### src/rtl/fifo_buf32.sv
// fifo_buf32 -- 32-entry synchronous FIFO buffer stage.
// Holds the storage array, 6-bit read/write pointers (5 address bits plus a
// wrap bit), decoded occupancy/full/empty flags, and overflow/underflow flags.
// Read data is registered: dout/dout_valid follow the accepted read by one cycle.
// Optional build macro FIFO_STICKY_ERR_EN: when defined, overflow/underflow
// latch until clear; when undefined they are single-cycle pulses.
module fifo_buf32 #(
  parameter int DATA_W = 8
) (
  input  logic              clk,
  input  logic              clear,
  input  logic              wr_en,
  input  logic [DATA_W-1:0] din,
  input  logic              rd_en,
  output logic [DATA_W-1:0] dout,
  output logic              dout_valid,
  output logic              full,
  output logic              empty,
  output logic [5:0]        count,
  output logic [5:0]        wr_ptr,
  output logic [5:0]        rd_ptr,
  output logic              overflow,
  output logic              underflow
);

  localparam int DEPTH = 32;

  // Storage is never reset so it can map onto block/distributed RAM.
  logic [DATA_W-1:0] mem_q [DEPTH];

  logic [5:0]        wr_ptr_q, wr_ptr_d;
  logic [5:0]        rd_ptr_q, rd_ptr_d;
  logic [DATA_W-1:0] dout_q;
  logic              dout_valid_q, dout_valid_d;
  logic              overflow_q, overflow_d;
  logic              underflow_q, underflow_d;

  logic              full_w, empty_w;
  logic              wr_acc, rd_acc;
  logic              ovf_evt, unf_evt;

  // Flags decoded straight from the registered pointers.
  always_comb begin
    empty_w = (wr_ptr_q == rd_ptr_q);
    full_w  = (wr_ptr_q[4:0] == rd_ptr_q[4:0]) && (wr_ptr_q[5] != rd_ptr_q[5]);
  end

  // Accept decisions and pointer/flag next-state.
  always_comb begin
    rd_acc       = rd_en & ~empty_w;
    // A read on a full FIFO frees a slot in the same edge, so the write may go too.
    wr_acc       = wr_en & (~full_w | rd_acc);
    ovf_evt      = wr_en & full_w & ~rd_acc;
    unf_evt      = rd_en & empty_w;
    wr_ptr_d     = wr_acc ? wr_ptr_q + 6'd1 : wr_ptr_q;
    rd_ptr_d     = rd_acc ? rd_ptr_q + 6'd1 : rd_ptr_q;
    dout_valid_d = rd_acc;
`ifdef FIFO_STICKY_ERR_EN
    overflow_d   = overflow_q | ovf_evt;
    underflow_d  = underflow_q | unf_evt;
`else
    overflow_d   = ovf_evt;
    underflow_d  = unf_evt;
`endif
  end

  // Memory write port.
  always_ff @(posedge clk) begin
    if (wr_acc) begin
      mem_q[wr_ptr_q[4:0]] <= din;
    end
  end

  // Pointers, registered read data and error flags.
  always_ff @(posedge clk or negedge clear) begin
    if (!clear) begin
      wr_ptr_q     <= '0;
      rd_ptr_q     <= '0;
      dout_q       <= '0;
      dout_valid_q <= 1'b0;
      overflow_q   <= 1'b0;
      underflow_q  <= 1'b0;
    end else begin
      wr_ptr_q     <= wr_ptr_d;
      rd_ptr_q     <= rd_ptr_d;
      dout_valid_q <= dout_valid_d;
      overflow_q   <= overflow_d;
      underflow_q  <= underflow_d;
      // A rejected read keeps the last word on dout.
      if (rd_acc) begin
        dout_q <= mem_q[rd_ptr_q[4:0]];
      end
    end
  end

  assign dout       = dout_q;
  assign dout_valid = dout_valid_q;
  assign full       = full_w;
  assign empty      = empty_w;
  assign count      = wr_ptr_q - rd_ptr_q;
  assign wr_ptr     = wr_ptr_q;
  assign rd_ptr     = rd_ptr_q;
  assign overflow   = overflow_q;
  assign underflow  = underflow_q;

endmodule

### config.mk
export PLATFORM = sky130hd
export DESIGN_NAME = fifo_buf32
export DESIGN_NICKNAME = d
export VERILOG_FILES = /design/src/rtl/fifo_buf32.sv
export SDC_FILE = /design/constraint.sdc
export NUM_CORES = 1
export LEC_CHECK = 0
export BUFFER_PORTS_ARGS = -buffer_cell sky130_fd_sc_hd__buf_2
export CAP_MARGIN = 25
export CORE_ASPECT_RATIO = 1.1
export CORE_MARGIN = 2
export CORE_UTILIZATION = 30
export DETAILED_ROUTE_END_ITERATION = 10
export SLEW_MARGIN = 20
export SYNTH_ARGS = -nofsm -noshare
export SYNTH_HDL_FRONTEND = slang
export SYNTH_SLANG_ARGS = --single-unit
### constraint.sdc
create_clock -name clk -period 3.5 [get_ports clk]
set_input_delay 0.7 -clock clk [delete_from_list [all_inputs] [get_ports clk]]
set_output_delay 0.7 -clock clk [all_outputs]
set_load 0.03 [all_outputs]
==> results.toml <==
[power_and_ir_drop]
power.static_leakage_nw = 4.58
p_per_area_mw_per_mm2 = 828
vdd_drop_max_uv = 822
p_total_w = 0.0108

[critical_path]
critical_path.slowest_cell = "sky130_fd_sc_hd__buf_12"
cells_along_the_critical_path = "buf_12 -> fa_1 -> inv_1 -> a21o_1 -> a21oi_1 -> xnor2_1 -> buf_2"
critical_path.n_buffers_inverters = 3
worst_r2r_path_depth = 6
timing.rr.start = "wr_ptr[3]$_DFFE_PN0P_"
timing.critical_path.slowest_cell_delay_ps = 460
path_delay_family = "buffers and inverters"
worst-endpoint-required_ps = 2800
path_max_fanout = 89
reg2reg_setup_slack_ps = 550
critical_path.reg2reg.endpoint = "mem_q[7][5]$_DFFE_PP_"
endpoint_arrival_time_on_the_critical_path_ps = 2510
crit_path_start_kind = "flop"
type_of_destination_of_the_critical_path = "output port"
critical_path_class = "flop to output port"

[yosys]
netlist_area_mm2 = 0.0114
post_synth_main_area_contributors = "sky130_fd_sc_hd__edfxtp_1 (67%), sky130_fd_sc_hd__mux2i_1 (10%), sky130_fd_sc_hd__dfrtp_1 (5.0%), sky130_fd_sc_hd__a22oi_1 (1.8%), sky130_fd_sc_hd__nor2_1 (1.2%)"
post_synth_num_cell_types = 49
postSynthCellCount = 666
yosys_warnings = 0
synth_top_cell_area_share = 0.674
number_of_synthesized_register_bits = 279
synth_compound_area_frac = 0.0766
synth_top_area_cell = "sky130_fd_sc_hd__edfxtp_1"
synth_adder_area_share = 0.0127
synth.net_count = 689
synth.area.mux_share = 0.113
synth_top_family_by_area = "multiplexers"
ys_seq_area_frac = 0.725
syn-mean-instance-area_um2 = 17.1
synth_simple_gate_area_share = 0.0338
synthXorXnorAreaFrac = 0.0108

[min_path]
hp-class = "input pin to asynchronous set/reset pin"

[sta]
finalSetupViolCount = 0
grt_setup_unrepaired = "false"
fin_crit_ps = 3210
timing.final.hold_violations = 0
hold-worst-slack_ps = 162
worst_case_clock_skew_ps = 13.0
max_freq_mhz = 312
final.setup.tns_ps = 0
transition_time_at_the_pin_with_the_least_slew_margin_ps = 790
post-route-period-util = 0.917
slew_headroom = 0.471
timing_max_transition_violations_final = 0
timing.final.ws_setup_ps = 291

[route]
drtIter0Drc = 482
drt.antenna.violating_nets = 0
via_count = 6022
routed_wl_um = 25300
avgViaCountPerCell = 4.81
length_of_the_first_detailed_routing_pass_in_iterations = 7
drt-wirelength-per-cell_um = 20.2
drcViolationCount = 0

[clock_network]
cts_tree = "done"
numCtsBuffers = 25
ctsHtreeMaxLevel = 1
cts.root.buffer_cell = "sky130_fd_sc_hd__clkbuf_16"
post_cts_buffers = 0
cts.reportedPaths.clkPinSlew_ps = 70
clock-sinks = 279
latest_clock_arrival_within_the_worst_skew_pair_ps = 530
total_of_hold_buffers_inserted_after_clock_tree_synthesis = 0
max-clock-path-buffers = 3
ctsResizeCount = 0

[run]
maxCapViolCount = 0

[global_routing]
total_gr_overflow = 0
grt_max_degree = 90
grt_antenna_before_repair = 2
vias_in_the_first_global_route = 6059
global_route_wire_length_before_repair_um = 38000
grt.total_usage = 0.127

[floorplanning]
die_area_mm2 = 0.0396
rows = 74
starting_density_of_the_core = 0.306
die_w_um = 190
die_h_um = 208
ioPinCount = 43
coreArea_mm2 = 0.0373

[place]
gp_routability_congestion = 0.822
place_worst_setup_slack_ps = 568
hpwlAfterDp_um = 16000
place.port_buffers = 42

[layout]
design.final.nets = 761
antenna_cells_inserted = 0
drive_gt1_frac = 0.198
mostFrequentLayoutCells = "sky130_fd_sc_hd__edfxtp_1 (256), sky130_fd_sc_hd__mux2i_1 (119), sky130_fd_sc_hd__buf_2 (42)"
syn2layout_area_growth_pct = 14.7
layout.cells.most_common = "sky130_fd_sc_hd__edfxtp_1"

[outcome]
outcome = "complete, no violations"
[worst max-delay path by stage]
stage / from / to / slack (ps) / cells past startpoint
2_1_floorplan: rd_ptr[1]$_DFFE_PN0P_ / count[5] / 90 / 11
3_3_place_gp: wr_ptr[3]$_DFFE_PN0P_ / mem_q[15][4]$_DFFE_PP_ / 730 / 6
3_5_place_dp: wr_ptr[3]$_DFFE_PN0P_ / mem_q[7][7]$_DFFE_PP_ / 570 / 6
4_1_cts: rd_ptr[1]$_DFFE_PN0P_ / count[4] / 220 / 7
5_1_grt: rd_ptr[1]$_DFFE_PN0P_ / count[4] / 130 / 7
6_report: rd_ptr[1]$_DFFE_PN0P_ / count[4] / 290 / 7
[power by group]
part	leakage, nW	internal [W]	switching (W)
sequential	2.59	0.00395	0.000180
clock	0.408	0.00152	0.00117
combinational	1.58	0.00143	0.00258
total	4.58	0.00690	0.00393
[kinds of logic after synthesis]
| group | Yosys count |
|---|---|
| multiplexers | 124 |
| AO/OA/AOI/OAI | 105 |
| adder cells (fa/ha/maj) | 11 |
| flip-flops | 279 |
| XOR/XNOR | 14 |
| AND/OR/NAND/NOR | 85 |
| buffers and inverters | 48 |
[synthesized netlist by cell type (all sizes together)]
cell type and n:
edfxtp 256, mux2i 119, nor2 37, a22oi 28, buf 27, nand2 27
dfrtp 23, a21oi 17, a221oi 14, a22o 14, inv 13, xnor2 11
ha 10, clkbuf 8, o41ai 8, o22ai 7, o21ai 5, mux4 4
nand4 4, a31oi 3, nand3 3, xor2 3, a21o 2, and2 2
nand3b 2, nor2b 2, nor3b 2, o211ai 2, or3b 2, a311oi 1
a32o 1, and3 1, fa 1, mux2 1, nand2b 1, o21a 1
o21bai 1, o32ai 1, or2 1, or3 1
[metal layers]
layer	wire length, um	vias to the layer above	global-route usage
met4	711	4	0.0425
li1	-	2757	-
met1	10800	3073	0.166
met5	20	-	0
met2	12600	142	0.215
met3	1180	46	0.0207
[sequential cells by signal, indices dropped and copies added, names as in the netlist]
| name | flops |
|---|---|
| mem_q | 256 |
| underflow | 1 |
| rd_ptr | 6 |
| dout_valid | 1 |
| dout | 8 |
| wr_ptr | 6 |
| overflow | 1 |
[stage by stage]
| step | util | instance area [um^2] | cells |
|---|---|---|---|
| 4_1_cts | 0.350 | 13100 | 1250 |
| 3_3_place_gp | 0.328 | 12300 | 1204 |
| 3_5_place_dp | 0.328 | 12300 | 1204 |
| 2_1_floorplan | - | 11400 | 666 |
| 6_report | 0.350 | 13100 | 1251 |
| 5_1_grt | 0.350 | 13100 | 1251 |
[final cells by class]
type | instances | area (um^2)
Fill cell | 3504 | 24200
Sequential cell | 279 | 8270
Multi-Input combinational cell | 339 | 2820
Clock buffer | 31 | 678
Tap cell | 494 | 618
Timing Repair Buffer | 80 | 515
Clock inverter | 15 | 126
Inverter | 13 | 48.8
No activity file was read; power rests on OpenSTA's default activity.
